--- src/rtl/dsp_chain_sop_sched_pkg.sv ---
// Shared definitions for the int_sop_2 chain job sequencer.
// Holds the operand and chain-result widths, the default chain depth and the
// sequencer state encoding.
package dsp_chain_sop_sched_pkg;

    localparam int X_W        = 18;  // x operand width (ax, bx)
    localparam int Y_W        = 19;  // y operand width (ay, by)
    localparam int CHAIN_W    = 37;  // final-stage chain result width
    localparam int NSTAGE_DEF = 4;   // default number of chained stages

    typedef enum logic [1:0] {
        IDLE  = 2'd0,
        LOAD  = 2'd1,
        DRAIN = 2'd2,
        OUT   = 2'd3
    } state_t;

endpackage

--- src/rtl/dsp_chain_sop_sched_skew.sv ---
// sop_operand_skew: per-stage delay line for one packed operand bus.
// Stage s of the bus is delayed by s registers, so stage 0 passes straight
// through and stage NSTAGE-1 sees NSTAGE-1 cycles of delay. This lines each
// stage's operands up with the cascade arriving on its chainin.
// Ports:
//   clk   - clock
//   reset - asynchronous active-high reset, clears every delay register
//   din   - packed operands, stage s in bits [W*s +: W]
//   dout  - skewed operands, same packing
module sop_operand_skew
    import dsp_chain_sop_sched_pkg::*;
#(
    parameter int NSTAGE = NSTAGE_DEF,
    parameter int W      = X_W
) (
    input  logic                  clk,
    input  logic                  reset,
    input  logic [NSTAGE*W-1:0]   din,
    output logic [NSTAGE*W-1:0]   dout
);

    for (genvar s = 0; s < NSTAGE; s++) begin : g_stage
        if (s == 0) begin : g_pass
            assign dout[W-1:0] = din[W-1:0];
        end else begin : g_dly
            logic [W-1:0] line [s];

            always_ff @(posedge clk or posedge reset) begin
                if (reset) begin
                    for (int k = 0; k < s; k++) line[k] <= '0;
                end else begin
                    line[0] <= din[s*W +: W];
                    for (int k = 1; k < s; k++) line[k] <= line[k-1];
                end
            end

            assign dout[s*W +: W] = line[s-1];
        end
    end

endmodule

--- src/rtl/dsp_chain_sop_sched.sv ---
// dsp_chain_sop_sched: job sequencer for an external cascaded int_sop_2 chain.
// Accepts a job of cmd_len operand beats (8 products per beat), skews the
// operands into the chain, tracks in-flight beats with a token pipe and sums
// the chain results into a wrapping signed accumulator. One result per job.
// Ports:
//   clk, reset             - clock, asynchronous active-high reset
//   cmd_valid/ready/len    - job descriptor handshake and length in beats
//   in_valid/ready         - operand beat handshake
//   in_ax/bx, in_ay/by     - packed operands, stage s in [W*s +: W]
//   chain_ax/bx/ay/by      - skewed operands driven into the chain
//   chain_result           - signed final-stage result from the chain
//   res_valid/ready/data   - job result handshake, sign-extended sum
//   busy                   - sequencer not idle
module dsp_chain_sop_sched
    import dsp_chain_sop_sched_pkg::*;
#(
    parameter int NSTAGE   = NSTAGE_DEF,
    parameter int PIPE_LAT = 6,
    parameter int LEN_W    = 12,
    parameter int ACC_W    = 48
) (
    input  logic                    clk,
    input  logic                    reset,
    input  logic                    cmd_valid,
    output logic                    cmd_ready,
    input  logic [LEN_W-1:0]        cmd_len,
    input  logic                    in_valid,
    output logic                    in_ready,
    input  logic [NSTAGE*X_W-1:0]   in_ax,
    input  logic [NSTAGE*X_W-1:0]   in_bx,
    input  logic [NSTAGE*Y_W-1:0]   in_ay,
    input  logic [NSTAGE*Y_W-1:0]   in_by,
    output logic [NSTAGE*X_W-1:0]   chain_ax,
    output logic [NSTAGE*X_W-1:0]   chain_bx,
    output logic [NSTAGE*Y_W-1:0]   chain_ay,
    output logic [NSTAGE*Y_W-1:0]   chain_by,
    input  logic [CHAIN_W-1:0]      chain_result,
    output logic                    res_valid,
    input  logic                    res_ready,
    output logic [ACC_W-1:0]        res_data,
    output logic                    busy
);

    // Two's-complement add of a sign-extended chain result; wraps at ACC_W.
    function automatic logic signed [ACC_W-1:0] wrap_add(
        input logic signed [ACC_W-1:0]   a,
        input logic signed [CHAIN_W-1:0] b
    );
        return a + ACC_W'(b);
    endfunction

    state_t                   state, state_nxt;
    logic [LEN_W-1:0]         remain;
    logic [PIPE_LAT-1:0]      tok_p;
    logic signed [ACC_W-1:0]  acc;

    logic accept;
    logic cmd_take;
    logic last_beat;

    logic [NSTAGE*X_W-1:0] ax_p0, bx_p0;
    logic [NSTAGE*Y_W-1:0] ay_p0, by_p0;

    assign accept    = in_valid & in_ready;
    assign cmd_take  = cmd_valid & cmd_ready;
    assign last_beat = accept && (remain == LEN_W'(1));

    // State register
    always_ff @(posedge clk or posedge reset) begin
        if (reset) state <= IDLE;
        else       state <= state_nxt;
    end

    // Next-state logic
    always_comb begin
        state_nxt = state;
        case (state)
            IDLE:    if (cmd_valid) state_nxt = (cmd_len == '0) ? OUT : LOAD;
            LOAD:    if (last_beat) state_nxt = DRAIN;
            // An empty token pipe means the last beat's accumulate has landed.
            DRAIN:   if (tok_p == '0) state_nxt = OUT;
            OUT:     if (res_ready) state_nxt = IDLE;
            default: state_nxt = IDLE;
        endcase
    end

    // Output decode
    always_comb begin
        cmd_ready = 1'b0;
        in_ready  = 1'b0;
        res_valid = 1'b0;
        busy      = 1'b1;
        case (state)
            IDLE: begin
                cmd_ready = 1'b1;
                busy      = 1'b0;
            end
            LOAD:    in_ready  = (remain != '0);
            OUT:     res_valid = 1'b1;
            default: ;
        endcase
    end

    // Stage p0: gate operands so bubbles push zeros through the skew lines
    assign ax_p0 = accept ? in_ax : '0;
    assign bx_p0 = accept ? in_bx : '0;
    assign ay_p0 = accept ? in_ay : '0;
    assign by_p0 = accept ? in_by : '0;

    // Stage p1..: per-stage skew into the chain
    sop_operand_skew #(.NSTAGE(NSTAGE), .W(X_W)) u_skew_ax (
        .clk(clk), .reset(reset), .din(ax_p0), .dout(chain_ax)
    );
    sop_operand_skew #(.NSTAGE(NSTAGE), .W(X_W)) u_skew_bx (
        .clk(clk), .reset(reset), .din(bx_p0), .dout(chain_bx)
    );
    sop_operand_skew #(.NSTAGE(NSTAGE), .W(Y_W)) u_skew_ay (
        .clk(clk), .reset(reset), .din(ay_p0), .dout(chain_ay)
    );
    sop_operand_skew #(.NSTAGE(NSTAGE), .W(Y_W)) u_skew_by (
        .clk(clk), .reset(reset), .din(by_p0), .dout(chain_by)
    );

    // Token pipe, beat counter and accumulator; the token leaving the pipe
    // marks the cycle in which chain_result carries that beat's sum.
    always_ff @(posedge clk or posedge reset) begin
        if (reset) begin
            remain <= '0;
            tok_p  <= '0;
            acc    <= '0;
        end else begin
            tok_p <= {tok_p[PIPE_LAT-2:0], accept};
            if (cmd_take) begin
                remain <= cmd_len;
                acc    <= '0;
            end else begin
                if (accept)
                    remain <= remain - LEN_W'(1);
                if (tok_p[PIPE_LAT-1])
                    acc <= wrap_add(acc, chain_result);
            end
        end
    end

    assign res_data = acc;

endmodule
--- config.mk ---
export PLATFORM = sky130hd
export DESIGN_NAME = dsp_chain_sop_sched
export DESIGN_NICKNAME = d
export VERILOG_FILES = /design/src/rtl/dsp_chain_sop_sched_pkg.sv /design/src/rtl/dsp_chain_sop_sched_skew.sv /design/src/rtl/dsp_chain_sop_sched.sv
export SDC_FILE = /design/constraint.sdc
export NUM_CORES = 1
export LEC_CHECK = 0
export BUFFER_PORTS_ARGS = -buffer_cell sky130_fd_sc_hd__buf_2
export CAP_MARGIN = 40
export CORE_AREA = 5 5 271 273
export CTS_CLUSTER_SIZE = 40
export DETAILED_ROUTE_END_ITERATION = 8
export DIE_AREA = 0 0 276 278
export SLEW_MARGIN = 20
export SYNTH_ARGS = -nofsm -noshare
export SYNTH_HDL_FRONTEND = slang
export SYNTH_SLANG_ARGS = --single-unit
--- constraint.sdc ---
create_clock -name clk -period 23.5 [get_ports clk]
set_clock_uncertainty 0.15 [all_clocks]
set_input_delay 4.7 -clock clk [delete_from_list [all_inputs] [get_ports clk]]
set_output_delay 4.7 -clock clk [all_outputs]
set_load 0.01 [all_outputs]
=== Word level (Yosys, flattened, before mapping) ===
Index checks and enable logic that the tools add are counted.

* Register bits: 512
* Bits of input ports: 350
* Output and inout bits: 348

* Add/sub/neg operators: 2
* Eq/ne operators: 8
* Muxes and demuxes: 18
* Bitwise logic cells: 2
* Reductions and logical operators: 8

{| class="wikitable"
|+ Operators by type and width
! kind !! count
|-
| $mux 76 || 2
|-
| $mux 72 || 2
|-
| $mux 48 || 2
|-
| $add 48x37->48 || 1
|-
| $mux 12 || 2
|-
| $eq 12x1->1 const B || 1
|-
| $logic_not 12->1 || 1
|-
| $reduce_bool 12->1 || 1
|-
| $sub 12x1->12 const B || 1
|-
| $mux 2 || 5
|-
| $ne 2x2->1 const B || 4
|-
| $pmux 2 s4 || 1
|-
| $logic_not 6->1 || 1
|-
| $eq 2x2->1 const B || 2
|-
| $mux 1 || 4
|-
| $reduce_and 4->1 || 1
|-
| $reduce_bool 2->1 || 2
|-
| $and 1x1->1 || 2
|-
| $eq 2x1->1 const B || 1
|-
| $logic_not 2->1 || 1
|-
| $logic_and 1x1->1 || 1
|}

=== Longest topological paths before layout ===
* Depth after elaboration: 6
* Mapped depth: 12
* Mapped depth without buffers: 12

=== Cells and area by module ===
Synthesis repeated with hierarchy kept, for this count alone.

* Cell total of the unflattened synthesis: 1738
* Area, all modules: 20633.5 um^2

{| class="wikitable"
|+ By module, submodules not included
! module !! times used !! cells each !! area an instance (um^2) !! seq. area each (um^2)
|-
| dsp_chain_sop_sched || 1 || 1068 || 7841.3 || 1701.6
|-
| sop_operand_skew at u_skew_ay ... || 2 || 172 || 3284.4 || 2852.7
|-
| sop_operand_skew at u_skew_ax ... || 2 || 163 || 3111.7 || 2702.6
|}

=== Worst setup path before layout ===
Ideal clock, no wire load.

* Path type: input -> output
* Start: in in_valid
* End: out chain_ay[0]
* Data arrival time: 5.687 ns
* Setup slack: 12.963 ns
* Stages on the path: 5
* Path through: clkbuf_1 -> clkbuf_1 -> clkbuf_1 -> and3_1 -> buf_4

* Longest elaborated chain between the ends: 2

{| class="wikitable"
|+ Ends and longest elaborated chain
! item !! RTL line !! text
|-
| start: declaration || dsp_chain_sop_sched.sv:27 || <nowiki>input logic in_valid,</nowiki>
|-
| $and 1x1->1 || dsp_chain_sop_sched.sv:64 || <nowiki>assign accept = in_valid & in_ready;</nowiki>
|-
| $mux 76 || dsp_chain_sop_sched.sv:107 || <nowiki>assign ay_p0 = accept ? in_ay : '0;</nowiki>
|-
| end: declaration || dsp_chain_sop_sched.sv:35 || <nowiki>output logic [NSTAGE*Y_W-1:0] chain_ay,</nowiki>
|}

No other way between the ends.

=== Final worst setup path ===
* Start: in in_valid
* End: out chain_ax[8]

* Longest elaborated chain between the ends: 2

{| class="wikitable"
|+ Ends and longest elaborated chain
! item !! RTL line !! text
|-
| $and 1x1->1 || dsp_chain_sop_sched.sv:64 ||
|-
| $mux 72 || dsp_chain_sop_sched.sv:105 || <nowiki>assign ax_p0 = accept ? in_ax : '0;</nowiki>
|-
| end: declaration || dsp_chain_sop_sched.sv:33 || <nowiki>output logic [NSTAGE*X_W-1:0] chain_ax,</nowiki>
|}

No other way between the ends.

==> results by group <==
Outcome
  • Status: finished clean

Placed design
  • Final GP Congestion: 0.9405
  • Post-placement cell count: 3043
  • Port bufs: 697
  • Placed cell area: 0.02344 mm2
  • Placed wire-length estimate: roughly 48000 um

Worst setup path
  • Crit path cell chain: buf_6, buf_4, buf_4, and3_1, buf_2
  • Flop-to-flop setup slack: 19800 ps
  • Worst Setup Start Kind: input pin
  • Slowest-stage cell, CP: buf_4
  • Reg2reg end: res_data[44]
  • Worst setup EP type: primary output
  • WP data arrival: 6790 ps
  • Worst EP required: 18650 ps
  • Cell mode on critical path: buf_4
  • CP Max Fanout: 83
  • Worst R2R Start: res_data[0]
  • R2r worst-path depth: 12
  • Cell family with most CP delay: buffers and inverters
  • Setup CP Type: input pin to primary output
  • WP buf/inv: 4
  • CP peak stage delay: 620 ps

Clock tree
  • Root buffer cell: clkbuf_16
  • Clock Latency Late Sink: 610 ps
  • Post-cts hold buffer count: 0
  • H-Tree Depth: 2
  • Post_cts resized: 0
  • Setup Buffers After CTS: 0
  • CTS tree: done
  • Clock Path Buffers: 3
  • Sinks on Clock Net: 512
  • Worst-path clk slew: 60 ps
  • Cts bufs inserted: 55

Global routing
  • Initial antenna violation count: 15
  • Routing usage on met2: 0.2662
  • Met3 Use GR: 0.04354
  • Largest net degree at the start of global routing: 162
  • Total GRT Usage: 0.1584
  • GR Overflow Total: 0
  • Met1 global-route usage: 0.2079
  • GRT Max-Usage Layer: met2
  • Vias in the first global route: 14750
  • First-pass GRT wire length: 95370 um

Logic synthesis
  • Synth top area share: 0.6222
  • Register area share after synthesis: 0.6222
  • Post-synth EDFFs: 0
  • Top cell type by total area after synthesis: dfrtp_1
  • Synth Register Bits: 512
  • Avg Inst Size Synth: 12.16 um2
  • Post-synth top flop: dfrtp_1
  • Synth area leaders: dfrtp_1, and3_1, buf_4, ha_1, mux2i_1
  • Asr flop ratio synth: 1.000
  • Post-synthesis cell count: 1694
  • Netlist Area Pre-Place: between 0.02 and 0.025 mm2
  • Yosys warning count: 0
  • Mapped Nets: 2098
  • Synth unique cells: between 70 and 80

Layout
  • FILL cells: 7088
  • Area taken by multi-input logic gates: 0.005658 mm2
  • Most frequent cells in the layout: buf_2, dfrtp_1, and3_1
  • Most common cell after layout, fill and taps aside: buf_2
  • Area Overhead vs Synth: 23.10%
  • Nets: 2556
  • Fin cells: 3152
  • Post-route cell area: approximately 0.025 mm2
  • Share of cells above drive strength 1: 0.3795
  • Register area: 0.01281 mm2

Die
  • I/O pin cnt: 698
  • # rows: 98
  • Die extent in y: 278 um
  • Starting Density: 0.2906
  • Chip Width: 276 um
  • Area of the core: 0.07087 mm2
  • Die area: 0.07673 mm2

Route
  • 1st-iter DRT viols: 906
  • DRC violations left: 0
  • Detailed Route WL: 63750 um
  • Pre-antenna DRT Iters: 5
  • Routed WL per cell: 20.22 um
  • DRT antenna net count: 0
  • Via Count: 14250
  • Via density: 4.519

Power and ir drop
  • P per Cell Area: 112.7 mW/mm2
  • Power Total: approximately 2.9 mW
  • VDD IR-drop max: roughly 0.000051 V
  • Leak: between 10 and 15 nW

Timing
  • Max-slew violations: 0
  • Achievable clock frequency: 85.89 MHz
  • WHS: ~180 ps
  • Final worst path period share: 0.4954
  • Final setup fails: 0
  • Unrepaired setup endpoints after global routing: false
  • Total negative slack: 0 ps
  • Worst slew pin tran: 908.7 ps
  • Final hold viol count: 0
  • Crit path time final: 11640 ps
  • Relative slew slack: 0.3942

Hold path
  • Hold EP: u_skew_ay.dout[75]
  • Hold Crit Class: flip-flop to flip-flop
  • Min-Delay Path Depth: 0
  • Hold Path Origin: u_skew_ay.g_stage[3].g_dly.line[37]

Flow run
  • Maximum Capacitance Violations: 0
[sequential cells by signal (all words and copies together) (netlist names)]
signal                        cells
u_skew_by.g_stage.g_dly.line     76
u_skew_by.dout                   38
u_skew_bx.g_stage.g_dly.line     72
tok_p                             6
u_skew_ax.dout                   36
remain                           12
u_skew_ay.dout                   38
u_skew_bx.dout                   36
u_skew_ay.g_stage.g_dly.line     76
res_data                         48
u_skew_ax.g_stage.g_dly.line     72
state                             2
[cell usage after synthesis (8+ instances only)]
library cell and instances:
dfrtp_1 512, and3_1 298, buf_4 225, clkbuf_1 81, nand2_1 65, nor2_1 65, a21oi_1 58, ha_1 53
o21ai_0 53, xnor2_1 34, mux2i_1 32, inv_1 22, xor2_1 18, a21o_1 16, nand3_1 10, nor3_1 10
nand4_1 9, a31oi_1 8, nor4_1 8, o21a_1 8
[power breakdown]
part / switching (mW) / internal [mW] / total (mW)
Sequential: 0.0761 / 1.05 / 1.13
Combinational: 0.530 / 0.335 / 0.864
Clock: 0.371 / 0.495 / 0.866
[kinds of logic after synthesis]
logic type | after synthesis | synth area share
compound gates | 197 | 0.06222
xor+xnor | 52 | 0.02212
fa+ha+maj | 54 | 0.03318
buf+inv | 336 | 0.1035
flops | 512 | 0.6222
mux | 35 | 0.01720
simple gates | 508 | 0.1396
[cell type report]
type / count / area share
inverters: 22 / 0.003554
repair buffers: 715 / 0.1476
clock buffers: 75 / 0.06041
clock inverters: 25 / 0.01214
diodes: 7 / 0.0006910
well taps: 950 / 0.04689
multi-input cells: 846 / 0.2232
flip-flops and latches: 512 / 0.5055
[worst max path at each step]
stage             start           end  slack (ps)  cells past startpoint
2_1_floorplan     reset     remain[0]        4350                      1
3_3_place_gp   in_valid   chain_ax[1]       11940                      5
3_5_place_dp   in_valid  chain_ax[11]       11910                      5
4_1_cts        in_valid   chain_ax[8]       11900                      5
5_1_grt        in_valid   chain_ax[1]       11680                      5
6_report       in_valid   chain_ax[8]       11860                      5
[per-stage QoR]
step,utilization,setup WS (ps)
global placement,0.3295,11940
detailed placement,0.3307,11910
global route,0.3575,11680
CTS,0.3566,11900
finish,0.3577,11860
floorplan,-,4350
[metal layers]
| metal | up-vias | part of all wire |
|---|---|---|
| met5 | - | 0.00071 |
| met4 | 8 | 0.017 |
| met3 | 71 | 0.075 |
| met2 | 522 | 0.49 |
| met1 | 7143 | 0.42 |
| li1 | 6501 | - |
No activity file was read; power rests on OpenSTA's default activity.
